===== src/rtl/flag_show_sequencer.sv =====
// Slideshow controller for the pride-flag renderers: debounced next/prev/pause
// buttons, frame-counted auto-advance and a left-to-right wipe between flags.
module flag_show_sequencer #(
  parameter int NUM_FLAGS    = 8,
  parameter int SEL_W        = 3,
  parameter int DWELL_FRAMES = 600,
  parameter int WIPE_STEP    = 16,
  parameter int H_ACTIVE     = 640,
  parameter int DEB_CYCLES   = 250000
) (
  input  logic                   clk,
  input  logic                   rst_n,
  input  logic                   frame_tick,
  input  logic [9:0]             pix_x,
  input  logic [6*NUM_FLAGS-1:0] flag_colors,
  input  logic                   btn_next,
  input  logic                   btn_prev,
  input  logic                   btn_pause,
  output logic [5:0]             color,
  output logic [SEL_W-1:0]       cur_sel,
  output logic [SEL_W-1:0]       nxt_sel,
  output logic                   paused,
  output logic                   wiping
);

  localparam int DEB_W = $clog2(DEB_CYCLES + 1);

  typedef enum logic {
    SHOW = 1'b0,
    WIPE = 1'b1
  } state_t;

  // Bit order for all button vectors: {pause, prev, next}
  logic [2:0]       raw_s;
  logic [2:0]       sync1_r;
  logic [2:0]       sync2_r;
  logic [2:0]       deb_r;
  logic [2:0]       press_r;
  logic [DEB_W-1:0] deb_cnt_r [3];

  state_t           state_r;
  logic [SEL_W-1:0] cur_sel_r;
  logic [SEL_W-1:0] nxt_sel_r;
  logic             paused_r;
  logic [15:0]      dwell_cnt_r;
  logic [10:0]      wipe_x_r;
  logic [5:0]       color_r;

  assign raw_s = {btn_pause, btn_prev, btn_next};

  function automatic logic [SEL_W-1:0] sel_inc(input logic [SEL_W-1:0] s);
    return (s == SEL_W'(NUM_FLAGS - 1)) ? SEL_W'(0) : s + SEL_W'(1);
  endfunction

  function automatic logic [SEL_W-1:0] sel_dec(input logic [SEL_W-1:0] s);
    return (s == SEL_W'(0)) ? SEL_W'(NUM_FLAGS - 1) : s - SEL_W'(1);
  endfunction

  function automatic logic [5:0] pick_color(input logic [6*NUM_FLAGS-1:0] flags,
                                            input logic [SEL_W-1:0] sel);
    logic [5:0] c;
    c = 6'd0;
    for (int i = 0; i < NUM_FLAGS; i++) begin
      if (sel == SEL_W'(i)) begin
        c = flags[6*i +: 6];
      end
    end
    return c;
  endfunction

  // Button synchroniser, debounce counters and 1-clk press pulses
  always_ff @(posedge clk or negedge rst_n) begin
    if (!rst_n) begin
      sync1_r <= 3'b000;
      sync2_r <= 3'b000;
      deb_r   <= 3'b000;
      press_r <= 3'b000;
      for (int b = 0; b < 3; b++) begin
        deb_cnt_r[b] <= DEB_W'(0);
      end
    end else begin
      sync1_r <= raw_s;
      sync2_r <= sync1_r;
      for (int b = 0; b < 3; b++) begin
        if (sync2_r[b] != deb_r[b]) begin
          if (deb_cnt_r[b] == DEB_W'(DEB_CYCLES - 1)) begin
            deb_r[b]     <= sync2_r[b];
            deb_cnt_r[b] <= DEB_W'(0);
            // only a rising debounced level counts as a press
            press_r[b]   <= sync2_r[b];
          end else begin
            deb_cnt_r[b] <= deb_cnt_r[b] + DEB_W'(1);
            press_r[b]   <= 1'b0;
          end
        end else begin
          deb_cnt_r[b] <= DEB_W'(0);
          press_r[b]   <= 1'b0;
        end
      end
    end
  end

  // Show/wipe sequencer and pause toggle
  always_ff @(posedge clk or negedge rst_n) begin
    if (!rst_n) begin
      state_r     <= SHOW;
      cur_sel_r   <= SEL_W'(0);
      nxt_sel_r   <= SEL_W'(1 % NUM_FLAGS);
      paused_r    <= 1'b0;
      dwell_cnt_r <= 16'd0;
      wipe_x_r    <= 11'd0;
    end else begin
      if (press_r[2]) begin
        paused_r <= ~paused_r;
      end else begin
        paused_r <= paused_r;
      end
      case (state_r)
        SHOW: begin
          // a press beats a coincident auto-advance tick and supplies the target
          if (press_r[0] || press_r[1]) begin
            nxt_sel_r   <= press_r[0] ? sel_inc(cur_sel_r) : sel_dec(cur_sel_r);
            dwell_cnt_r <= 16'd0;
            wipe_x_r    <= 11'd0;
            state_r     <= WIPE;
          end else if (frame_tick && !paused_r) begin
            if (dwell_cnt_r == 16'(DWELL_FRAMES - 1)) begin
              nxt_sel_r   <= sel_inc(cur_sel_r);
              dwell_cnt_r <= 16'd0;
              wipe_x_r    <= 11'd0;
              state_r     <= WIPE;
            end else begin
              dwell_cnt_r <= dwell_cnt_r + 16'd1;
            end
          end else begin
            dwell_cnt_r <= dwell_cnt_r;
          end
        end
        WIPE: begin
          if (frame_tick) begin
            if (({1'b0, wipe_x_r} + 12'(WIPE_STEP)) >= 12'(H_ACTIVE)) begin
              cur_sel_r   <= nxt_sel_r;
              wipe_x_r    <= 11'd0;
              dwell_cnt_r <= 16'd0;
              state_r     <= SHOW;
            end else begin
              wipe_x_r <= wipe_x_r + 11'(WIPE_STEP);
            end
          end else begin
            wipe_x_r <= wipe_x_r;
          end
        end
        default: begin
          state_r  <= SHOW;
          wipe_x_r <= 11'd0;
        end
      endcase
    end
  end

  // Output colour: left of the wipe edge shows the incoming flag
  always_ff @(posedge clk or negedge rst_n) begin
    if (!rst_n) begin
      color_r <= 6'd0;
    end else if ((state_r == WIPE) && ({1'b0, pix_x} < wipe_x_r)) begin
      color_r <= pick_color(flag_colors, nxt_sel_r);
    end else begin
      color_r <= pick_color(flag_colors, cur_sel_r);
    end
  end

  assign color   = color_r;
  assign cur_sel = cur_sel_r;
  assign nxt_sel = nxt_sel_r;
  assign paused  = paused_r;
  assign wiping  = (state_r == WIPE);

endmodule


===== config.mk =====
export PLATFORM = sky130hd
export DESIGN_NAME = flag_show_sequencer
export DESIGN_NICKNAME = d
export VERILOG_FILES = /design/src/rtl/flag_show_sequencer.sv
export SDC_FILE = /design/constraint.sdc
export NUM_CORES = 1
export LEC_CHECK = 0
export ABC_AREA = 1
export CAP_MARGIN = 10
export CORE_MARGIN = 2
export CORE_UTILIZATION = 45
export CTS_CLUSTER_DIAMETER = 30
export DETAILED_ROUTE_END_ITERATION = 10
export GPL_ROUTABILITY_DRIVEN = 0
export PLACE_DENSITY = 0.7
export SYNTH_ARGS = -nofsm -noshare
export SYNTH_HDL_FRONTEND = slang
export SYNTH_SLANG_ARGS = --single-unit

===== constraint.sdc =====
create_clock -name clk -period 4.8 [get_ports clk]
set_input_delay 0.96 -clock clk [delete_from_list [all_inputs] [get_ports clk]]
set_output_delay 0.96 -clock clk [all_outputs]
set_load 0.005 [all_outputs]

# Word-level counts from Yosys, hierarchy flattened
# Index checks and enable logic that the tools add are counted.
# Widths: inputs -> output; s select.
# word_totals
regBits	107
in_bits	64
output_inout_bits	14
word_cells	121
# op_classes
add_sub_neg	8
order_cmp	2
n_eq_ne	25
muxes	53
bitwise_logic	2
reduce_logical	15
# ops
operator	count
$mux 18	6
$mux 6	17
$mux 16	5
$mux 11	5
$add 18x1->18 const B	3
$eq 18x18->1 const B	3
$pmux 16 s2	1
$eq 3x3->1 const B	8
$pmux 11 s2	1
$mux 3	6
$add 16x1->16 const B	1
$eq 16x10->1 const B	1
$add 11x5->12 const B	1
$eq 3x2->1 const B	4
$ge 12x10->1 const B	1
$reduce_and 3->1	4
$add 11x5->11 const B	1
$lt 10x11->1	1
$mux 1	11
$eq 3x1->1 const B	2
$logic_not 3->1	2
$ne 3x3->1 const B	2
$reduce_and 2->1	3
$reduce_bool 2->1	2
other kinds (10)	14

# Depth between registers and ports, before layout
# depth
depth_word	10
mapped_depth	14
depth_no_buf	14

# Least setup slack after synthesis
# OpenSTA, ideal clock, no wires.
# synth_timing
path_type	input to register
from	input pix_x[8]
to	register color_r[0] (netlist: color[0])
setup_ns	0.065
t_arrival_ns	2.047
required_ns	4.735
setup_slack_ns	2.688
cell_stages	8
path_buffers	0
cell_sequence	ha_1 -> a21oi_1 -> nor2_1 -> a21oi_1 -> nand4_1 -> inv_1 -> nand3_1 -> nand2_1
# synth_via
elab_chain_len	3
# synth_lines
item	line_no	rtl
from (decl)	14	input logic [9:0] pix_x,
$lt 10x11->1	165	end else if ((state_r == WIPE) && ({1'b0, pix_x} < wipe_x_r)) begin
$logic_and 1x1->1	165	
$mux 6	165	
to (signal assigned)	166	color_r <= pick_color(flag_colors, nxt_sel_r);
to (signal assigned)	168	color_r <= pick_color(flag_colors, cur_sel_r);
to (decl)	47	logic [5:0] color_r;
# No other way between the ends.
# A chain may end at the register's enable or synchronous reset.

# Worst setup path after layout
# Same ends and word-level chain as after synthesis.

==> metrics.cfg <==
[worst_setup_path]
end_kind = register
cpPeakStageDelay_ns = 0.40
crit_top_cell = a21oi_1
worstSetupPathType = in -> reg
path_cells = clkdlybuf4s50_1 -> ha_1 -> a21oi_1 -> nor2_1 -> a21oi_1 -> nand4_1 -> inv_1 -> nand3_1 -> nand2_1
cp_data_arrival_time_ns = 2.81
slowest_stage = clkdlybuf4s50_1
critPathRequiredTime_ns = 5.10
cp_max_fo = 7
worstSetupStartpointType = primary input

[route]
ant_nets = 0
vias = 5860
drc = 0
viasPerCell = 5.10
wl_um = 14500
wl_per_cell_um = 12.6
firstDrtPassIters = 5
dr.first_iter.drc_count = 435

[timing]
rsz0062_at_grt = no
min_period_ns = 2.52
worst_slew_pin_slew_ns = 0.982
setup_tns_ns = 0
maxSlewViolCount = 0
fin_worst_skew_ns = 0.00851
setup_viol = 0
slew_headroom = 0.341
max_freq_ghz = 0.397
post-route-period-util = 0.525
hold_viol_final = 0

[synthesis]
synth_area_per_cell_um2 = 7.34
synth_top_area_frac = 0.392
async_reset_ff_frac = 1.00
synth_cells = 888
synth_edf_count = 0
synth_nets = 970
synthFlopType = dfrtp_1
syn_area_um2 = 6520
ys_ff_latch = 103
synthDistinctLibCells = 43
synth_warnings = 0
netlist_top_cells_area = dfrtp_1 39%, nand2_1 13%, inv_1 6.8%
seq_area_frac_synth = 0.396
yosys.area.top_type = dfrtp_1

[final_layout]
layout_commonest_cell = nand2_1
multi_input_area_um2 = 3400
layout_common_cells = 219 x nand2_1, 118 x inv_1, 106 x nor2_1
fin_util = 0.550
diodes = 0
area_growth_pct = 18.1
nets = 1046
nFillCells = 1358
drive_above_1_share = 0.0671
regArea_um2 = 2580

[power_and_ir_drop]
p_per_area_nw_per_um2 = 276
p_leak_nw = 3.44
ir_drop_uv = 195

[floorplanning]
start_util = 0.466
ios = 78
dieArea_um2 = 15500
die_h_um = 124
rows = 43
die_w_um = 124
core_um2 = 14000

[cts]
clk_latency_ns = 0.36
cts_max_level = 3
clkTransAtPathRegs_ns = 0.07
cts_setup_buffers = 0
cts_hold_buf = 0
cts.repair.resized = 0
cts_sinks = 103
root_buffer = clkbuf_16
clk_path_buf_depth = 2
cts_tree = built
cts_made_buffers = 9

[grt]
track_usage = 0.191
grt_pass1_wl_um = 25000
grt_pass1_vias = 5328
grt_max_degree = 79
grt_overflow = 0
antenna_found_initial = 0

[placement]
hpwl_um = 10800
portBuffers = 74

[worst_hold_path]
hold_path_class = reg -> reg

[outcome]
status = finished, final reports clean

[run]
maxCapViolations = 0

[kinds of logic (layout without fill, tap and decap cells)]
group	Yosys count	count (layout)	share of synthesized area
AOI/OAI and AO/OA	90	90	0.0795
adders and majority gates	18	18	0.0346
DFF	103	103	0.396
and+or+nand+nor	506	506	0.354
xor gates and xnor gates	40	40	0.0538
buffers and inverters	131	212	0.0822
[cells in the mapped netlist, types with 10 or more instances]
| cell | n |
|---|---|
| nor2_1 | 106 |
| nor4_1 | 11 |
| xor2_1 | 30 |
| or2_2 | 12 |
| nand4_1 | 29 |
| o21ai_0 | 31 |
| xnor2_1 | 10 |
| ha_1 | 18 |
| dfrtp_1 | 102 |
| a21oi_1 | 26 |
| nand2_2 | 10 |
| nand2_1 | 219 |
| nand3_1 | 67 |
| inv_1 | 118 |
| nor3_1 | 22 |
[power by group]
part           total [mW]  internal (mW)  switching [mW]
Combinational       0.418          0.185           0.233
Clock               0.721          0.365           0.357
Sequential          0.988          0.935          0.0539
Total                2.13           1.48           0.643
[routing by layer]
metal / wire, µm / track usage / vias to the layer above
li1: - / - / 3029
met1: 7160 / 0.277 / 2650
met2: 6340 / 0.285 / 152
met3: 654 / 0.0305 / 29
met4: 364 / 0.0800 / 0
met5: 0 / 0 / -
[area by class of cell]
cell class                 instances  share of cell area
clock buffer                       9              0.0293
clock inverter                     7             0.00878
inverter                         121              0.0590
multi-input combinational        654               0.442
sequential                       103               0.335
tap                              180              0.0293
timing repair buffer              75              0.0969
[critical path, delay by kind of cell]
family	cells	cell delay (ns)
buf+inv	2	0.71
simple gates	4	0.58
fa+ha+maj	1	0.30
compound gates	2	0.24
[path summary, 6_finish.rpt]
path	startpoint	endpoint	slack, ns	cells past startpoint
min in group asynchronous	rst_n	deb_cnt_r[32]	0.75	1
worst max-delay path	pix_x[8]	color[0]	2.28	9
max in group asynchronous	rst_n	nxt_sel[0]	3.08	2
worst min register to register	sync1_r[1]	sync2_r[1]	0.36	0
worst min-delay path	sync1_r[1]	sync2_r[1]	0.36	0
worst max register to register	cur_sel[0]	color[1]	2.76	14
[registers in the layout, indices dropped and copies added (netlist names)]
name / cells
press_r: 3
deb_r: 3
deb_cnt_r: 54
wiping: 1
nxt_sel: 3
paused: 1
dwell_cnt_r: 16
sync2_r: 3
sync1_r: 3
color: 6
wipe_x_r: 7
cur_sel: 3
[through the flow]
| stage | setup WS, ns | hold slack (ns) | cell area, µm² | instances | power (mW) |
|---|---|---|---|---|---|
| final | 2.28 | 0.356 | 7700 | 1149 | 2.13 |
| after global routing | 2.17 | 0.363 | 7700 | 1149 | 2.25 |
| after floorplan | 2.69 | 0.331 | 6520 | 888 | 1.26 |
| after CTS | 2.26 | 0.359 | 7700 | 1149 | 2.15 |
| after global placement | 1.90 | 0.334 | 7410 | 1133 | 1.42 |
| after detailed placement | 1.89 | 0.342 | 7410 | 1133 | 1.43 |
Note: power is estimated with default switching activity, not from simulation.
